--- src/rtl/div_unit_pkg.sv ---
// Shared encodings for the iterative divider: FSM states and the
// ready/start levels used between EX and the divider.
package div_unit_pkg;

    typedef enum logic [1:0] {
        DivFree   = 2'b00,
        DivByZero = 2'b01,
        DivOn     = 2'b10,
        DivEnd    = 2'b11
    } div_state_e;

    localparam logic DivResultReady    = 1'b1;
    localparam logic DivResultNotReady = 1'b0;
    localparam logic DivStart          = 1'b1;
    localparam logic DivStop           = 1'b0;

endpackage

--- src/rtl/div_unit.sv ---
// Radix-2 restoring divider for DIV/DIVU: one quotient bit per cycle,
// result {remainder, quotient} held until EX drops start_i.
module div_unit
    import div_unit_pkg::*;
#(
    parameter int WIDTH = 32,
    parameter int CNT_W = 6
) (
    input  logic                 clk,
    input  logic                 rst,
    input  logic                 signed_div_i,
    input  logic [WIDTH-1:0]     opdata1_i,
    input  logic [WIDTH-1:0]     opdata2_i,
    input  logic                 start_i,
    input  logic                 annul_i,
    output logic [2*WIDTH-1:0]   result_o,
    output logic                 ready_o
);

    div_state_e           state, state_next;
    logic [CNT_W-1:0]     cnt, cnt_next;
    logic [2*WIDTH:0]     work, work_next;
    logic [WIDTH-1:0]     divisor, divisor_next;
    logic                 neg_quot, neg_quot_next;
    logic                 neg_rem, neg_rem_next;
    logic [2*WIDTH-1:0]   result_next;
    logic                 ready_next;

    logic [WIDTH-1:0]     op1_abs, op2_abs;
    logic [WIDTH:0]       partial;
    logic                 fits;
    logic [WIDTH-1:0]     diff;
    logic [WIDTH-1:0]     quot_raw, rem_raw, quot_fix, rem_fix;

    // Operand magnitudes; the most negative value wraps onto itself and is
    // still correct when read as an unsigned magnitude.
    assign op1_abs = (signed_div_i && opdata1_i[WIDTH-1]) ? -opdata1_i : opdata1_i;
    assign op2_abs = (signed_div_i && opdata2_i[WIDTH-1]) ? -opdata2_i : opdata2_i;

    // work[2W:W] is the running remainder with the next dividend bit already
    // shifted in; it can be one bit wider than the divisor, hence the compare.
    assign partial  = work[2*WIDTH:WIDTH];
    assign fits     = (partial >= {1'b0, divisor});
    assign diff     = partial[WIDTH-1:0] - divisor;

    assign quot_raw = work[WIDTH-1:0];
    assign rem_raw  = work[2*WIDTH:WIDTH+1];
    assign quot_fix = neg_quot ? -quot_raw : quot_raw;
    assign rem_fix  = neg_rem  ? -rem_raw  : rem_raw;

    always_comb begin
        state_next    = state;
        cnt_next      = cnt;
        work_next     = work;
        divisor_next  = divisor;
        neg_quot_next = neg_quot;
        neg_rem_next  = neg_rem;
        result_next   = result_o;
        ready_next    = ready_o;

        case (state)
            DivFree: begin
                result_next = '0;
                ready_next  = DivResultNotReady;
                if (start_i == DivStart && !annul_i) begin
                    if (opdata2_i == '0) begin
                        state_next = DivByZero;
                    end else begin
                        state_next    = DivOn;
                        cnt_next      = '0;
                        divisor_next  = op2_abs;
                        work_next     = {{WIDTH{1'b0}}, op1_abs, 1'b0};
                        neg_quot_next = signed_div_i & (opdata1_i[WIDTH-1] ^ opdata2_i[WIDTH-1]);
                        neg_rem_next  = signed_div_i & opdata1_i[WIDTH-1];
                    end
                end
            end
            DivByZero: begin
                state_next  = DivEnd;
                result_next = '0;
                ready_next  = DivResultReady;
            end
            DivOn: begin
                if (annul_i) begin
                    state_next  = DivFree;
                    result_next = '0;
                    ready_next  = DivResultNotReady;
                end else if (cnt != CNT_W'(WIDTH)) begin
                    work_next = fits ? {diff, work[WIDTH-1:0], 1'b1}
                                     : {work[2*WIDTH-1:0], 1'b0};
                    cnt_next  = cnt + CNT_W'(1);
                end else begin
                    state_next  = DivEnd;
                    result_next = {rem_fix, quot_fix};
                    ready_next  = DivResultReady;
                end
            end
            DivEnd: begin
                if (start_i == DivStop) begin
                    state_next  = DivFree;
                    result_next = '0;
                    ready_next  = DivResultNotReady;
                end
            end
            default: begin
                state_next = DivFree;
            end
        endcase
    end

    always_ff @(posedge clk) begin
        if (rst) begin
            state    <= DivFree;
            cnt      <= '0;
            work     <= '0;
            divisor  <= '0;
            neg_quot <= 1'b0;
            neg_rem  <= 1'b0;
            result_o <= '0;
            ready_o  <= DivResultNotReady;
        end else begin
            state    <= state_next;
            cnt      <= cnt_next;
            work     <= work_next;
            divisor  <= divisor_next;
            neg_quot <= neg_quot_next;
            neg_rem  <= neg_rem_next;
            result_o <= result_next;
            ready_o  <= ready_next;
        end
    end

endmodule
--- config.mk ---
export PLATFORM = sky130hd
export DESIGN_NAME = div_unit
export DESIGN_NICKNAME = d
export VERILOG_FILES = /design/src/rtl/div_unit_pkg.sv /design/src/rtl/div_unit.sv
export SDC_FILE = /design/constraint.sdc
export NUM_CORES = 1
export LEC_CHECK = 0
export ABC_AREA = 1
export CORE_MARGIN = 8
export CORE_UTILIZATION = 42
export CTS_BUF_LIST = sky130_fd_sc_hd__clkbuf_8
export DETAILED_ROUTE_END_ITERATION = 10
export PLACE_DENSITY_LB_ADDON = 0.05
export SYNTH_ARGS = -nofsm -noshare
export SYNTH_HDL_FRONTEND = slang
export SYNTH_SLANG_ARGS = --single-unit
--- constraint.sdc ---
create_clock -name clk -period 4.1 [get_ports clk]
set_input_delay 1.025 -clock clk [delete_from_list [all_inputs] [get_ports clk]]
set_output_delay 1.025 -clock clk [all_outputs]
set_load 0.1 [all_outputs]
Yosys cells after proc, flatten, opt, wreduce, memory -nomap -nowiden
Index checks and enable logic that the tools add are counted.
Widths: inputs -> output; s select.
{ "op_classes": {"n_addsub": 6, "n_mul": 0, "div_mod_pow": 0, "n_lt_le_gt_ge": 1, "n_eq_ne": 10, "shifts": 0, "mux": 29, "n_bitwise": 4, "n_reduce_logical": 12} }
{ "ops": {"columns": ["op", "count"], "rows": [
  ["$mux 65", 5],
  ["$mux 64", 3],
  ["$pmux 64 s3", 1],
  ["$pmux 65 s2", 1],
  ["$mux 32", 4],
  ["$neg 32->32", 4],
  ["$ge 33x32->1", 1],
  ["$logic_not 32->1", 1],
  ["$sub 32x32->32", 1],
  ["$mux 6", 4],
  ["$pmux 6 s2", 1],
  ["$mux 2", 5],
  ["$ne 2x2->1 const B", 5],
  ["$pmux 2 s4", 1],
  ["$add 6x1->6 const B", 1],
  ["$ne 6x6->1 const B", 1],
  ["$reduce_and 3->1", 2],
  ["$reduce_and 5->1", 1],
  ["$eq 2x2->1 const B", 2],
  ["$pmux 1 s4", 1],
  ["$logic_and 1x1->1", 3],
  ["$mux 1", 3],
  ["$ne 3x3->1 const B", 1],
  ["$and 1x1->1", 2],
  ["other kinds (8)", 8]
]} }
{ "totals": {"regBits": 172, "latch_bits": 0, "ramBits": 0, "rom_bits": 0, "output_inout_bits": 65, "wordCells": 70, "n_memories": 0} }

Logic depth before layout (Yosys ltp)
{ "logic_depth": {"word_depth": 5, "mapped_depth": 16, "depth_no_buf": 16} }

Worst setup path before layout
Ideal clock, no wire load.
{ "synth_path": {"path_kind": "input port to flip-flop", "start": "in opdata2_i[0]", "end": "reg divisor[28]", "setup_time_ns": 0.115, "arrival_time_ns": 2.380, "t_required_ns": 3.985, "setup_slack_ns": 1.605, "path_stages": 15, "path_buffers": 0, "path_cell_list": "inv_1 > ha_1 > nand2_1 > nor2_2 > nand2_1 > nor2_1 > nand2_1 > nor2_1 > nand2_1 > nand2_1 > o21ai_0 > nand2_1 > nand2_1 > o21ai_0 > inv_1"} }
{ "synth_between": {"elab_chain_len": 3, "elab_cells_between_ends": 5, "cone_classes": "add/sub: 1; mux: 1; bitwise: 1; reduce/logical: 2"} }
{ "synth_rtl": {"columns": ["item", "line", "source"], "rows": [
  ["start: declaration", "div_unit.sv:13", "input logic [WIDTH-1:0] opdata2_i,"],
  ["branches (longest 3 deep; another with $neg 32->32)", null, null],
  ["end signal: assignment", "div_unit.sv:125", "divisor <= divisor_next;"],
  ["end: declaration", "div_unit.sv:23", "logic [WIDTH-1:0] divisor, divisor_next;"]
]} }
Parallel ways; which one is timed is not known.
A chain may end at the register's enable or synchronous reset.

Worst setup path after layout
{ "layout_path": {"start": "reg work[58]", "end": "reg work[33]"} }
{ "layout_between": {"elab_chain_len": 5} }
{ "layout_rtl": {"columns": ["item", "line", "source"], "rows": [
  ["start: declaration", "div_unit.sv:22", "logic [2*WIDTH:0] work, work_next;"],
  ["start signal: assignment", "div_unit.sv:124", "work <= work_next;"],
  ["$ge 33x32->1", "div_unit.sv:43", "assign fits = (partial >= {1'b0, divisor});"],
  ["$mux 65", "div_unit.sv:89", "work_next = fits ? {diff, work[WIDTH-1:0], 1'b1}"],
  ["$mux 65", "div_unit.sv:88", "end else if (cnt != CNT_W'(WIDTH)) begin"],
  ["$mux 65", "div_unit.sv:84", "if (annul_i) begin"],
  ["$pmux 65 s2", "div_unit.sv:61", "case (state)"]
]} }
No other way between the ends. The select of a mux whose other input is x is not followed.

==> results.cfg <==
[worst_setup_path]
r2r_cells = 13
path_class = flop to flop
worst_ep_arrival_time_ns = 3.72
required_ns = 4.48
rr_endpoint = work[33]$_SDFFE_PP0P_
crit_path_end = work[33]$_SDFFE_PP0P_
crit_fanout = 25
crit_path_start = work[58]$_SDFFE_PP0P_
regToRegSetupSlack_ns = 0.76
end_kind = flop
critPathLaunchType = flop
reg2reg_from = work[58]$_SDFFE_PP0P_

[detailed_routing]
drc = 0
drtAntennaViolNets = 0
wl_per_cell_um = 16.6
via_count = 14100
dr.pass1.iters = 6
finalWirelength_mm = 45.2
drtIter0Drc = 1199
viasPerCell = 5.18

[yosys]
yosysUniqueCellTypes = 46
syn_area_per_cell_um2 = 5.85
synth_seq_cells = 172
synth_cells = 2228
yosysWarnings = 0
synth_area_mm2 = 0.0130
seq_area_frac_synth = 0.264
synth_nets = 2341

[global_routing]
grt_max_degree = 135
grt_pass1_vias = 13000
grt_antenna_before_repair = 0
overflow = 0
track_usage = 0.243
grt_first_pass_wirelength_mm = 71.0

[final_layout]
nets = 2434
syn_to_final_growth_pct = 15.4
final_cell_mix = nand2_1, inv_1, nand3_1
post-route-util = 0.492
final_common_cell = nand2_1
layout-drive-gt1-share = 0.0429

[cts]
clock_sinks = 172
root_buffer = clkbuf_8
clockBufferDepth = 2
clkLatencyLatePin_ns = 0.47
clkSlewWorstSetupHoldPaths_ns = 0.10
htreeDepth = 4
cts_setup_buffers = 0
post_cts_resized = 0
cts_buffers = 17
cts_hold_buf = 0
cts_tree = yes

[placement]
io_buffers = 133
place_hpwl_mm = 36.0
gp_congestion = 0.916

[timing]
slew_violations = 0
fmax_mhz = 299
fin_crit_sh = 0.816
relSlewSlack = 0.302
final_hold_viol_count = 0
skew_ns = 0.0215
period_minus_slack_ns = 3.34
tns_ns = 0
tightest_slew_ns = 1.05
rsz0062_at_grt = false
finalSetupViolations = 0

[hold_path]
holdPathStages = 2
hold_path_class = flop to flop

[status]
outcome = finished, final reports clean

[pwr]
power_density_mw_per_mm2 = 400
p_leak_nw = 7.05
ir_drop_v = 0.000239

[floorplanning]
fp.dieArea_mm2 = 0.0369
core_mm2 = 0.0306
die_h_um = 192
fp.dieW_um = 192
io_pins = 134
start_util = 0.426
rows = 64

[job]
cap_violations = 0
-- where the power goes --
| group | internal, mW | switching, mW |
|---|---|---|
| Combinational | 0.816 | 1.94 |
| Clock | 0.553 | 0.699 |
| Sequential | 1.83 | 0.181 |
-- synth_stat cells (all sizes together) --
| cell type | count | area (um2) |
|---|---|---|
| o21ai | 86 | 442 |
| clkbuf | 42 | 158 |
| xnor2 | 23 | 201 |
| o21bai | 4 | 30.0 |
| dfxtp | 172 | 3440 |
| inv | 314 | 1180 |
| clkinv | 2 | 7.51 |
| o21a | 1 | 7.51 |
| a22oi | 2 | 15.0 |
| nand3b | 10 | 78.8 |
| or2 | 10 | 62.6 |
| a31oi | 9 | 56.3 |
| a211oi | 6 | 45.0 |
| buf | 39 | 249 |
| xor2 | 38 | 333 |
| o41ai | 1 | 8.76 |
| nor4 | 2 | 12.5 |
| ha | 43 | 538 |
| o31ai | 6 | 45.0 |
| a21oi | 191 | 963 |
| o22ai | 2 | 12.5 |
| fa | 1 | 20.0 |
| nand3 | 244 | 1240 |
| nor2 | 201 | 777 |
| nor3 | 26 | 145 |
| and2 | 4 | 25.0 |
| a21o | 2 | 15.0 |
| nand2 | 712 | 2700 |
| nand4 | 28 | 175 |
| o211ai | 7 | 52.6 |
-- sequential cells by signal (all words and copies together), names as in the netlist --
name	flops
work	65
result_o	64
divisor	32
cnt	6
state	2
neg_quot	1
neg_rem	1
ready_o	1
-- through the flow --
| stage | hold slack [ns] | power [mW] | std cells | setup slack [ns] | instance area, um2 |
|---|---|---|---|---|---|
| floorplan | 0.433 | 3.98 | 2228 | 1.60 | 13000 |
| global placement | 0.454 | 4.73 | 2698 | 0.466 | 14600 |
| detailed placement | 0.455 | 4.75 | 2698 | 0.418 | 14600 |
| CTS | 0.472 | 6.01 | 2729 | 0.802 | 15000 |
| global route | 0.486 | 6.43 | 2729 | 0.402 | 15000 |
| finish | 0.468 | 6.01 | 2730 | 0.755 | 15000 |
-- how the worst min path moves through the flow --
stage	startpoint	to	slack, ns
floorplan	divisor[2]$_SDFFE_PP0P_	divisor[2]$_SDFFE_PP0P_	0.43
global placement	result_o[30]$_SDFFE_PP0P_	result_o[30]$_SDFFE_PP0P_	0.45
detailed placement	result_o[18]$_SDFFE_PP0P_	result_o[18]$_SDFFE_PP0P_	0.46
CTS	result_o[18]$_SDFFE_PP0P_	result_o[18]$_SDFFE_PP0P_	0.47
global route	result_o[28]$_SDFFE_PP0P_	result_o[28]$_SDFFE_PP0P_	0.49
finish	result_o[28]$_SDFFE_PP0P_	result_o[28]$_SDFFE_PP0P_	0.47
-- kinds of logic after synthesis --
kind of cell | after synthesis | synth area share
compound gates | 317 | 0.130
buf+inv | 397 | 0.122
simple gates | 1237 | 0.400
fa+ha+maj | 44 | 0.0428
xor+xnor | 61 | 0.0410
flops | 172 | 0.264
-- layout make-up --
class,count,area [um2]
antenna,1,2.50
tap,396,495
multi-input combinational,1659,8000
clock buffer,17,234
sequential,172,3440
fill,3289,15600
clock inverter,14,158
timing repair buffer,155,1520
inverter,316,1190
-- critical path: stages (launching register included) --
cell	delay [ns]
dfxtp_1	0.53
ha_1	0.34
nand2_1	0.09
nand2_1	0.08
nand2_1	0.06
nand3_1	0.09
a21oi_1	0.19
nand2_1	0.09
nor2_2	0.79
nand2_2	0.39
buf_4	0.33
nand2_1	0.08
nand3_1	0.07
a21oi_1	0.13
-- routing by layer --
metal / track usage / share of wire / wire length, um
met1: 0.373 / 0.52 / 23400
met2: 0.353 / 0.41 / 18600
met3: 0.0330 / 0.061 / 2740
met4: 0.0447 / 0.010 / 450
met5: 0 / 0 / 0
Power figures use the tool's default switching activity.
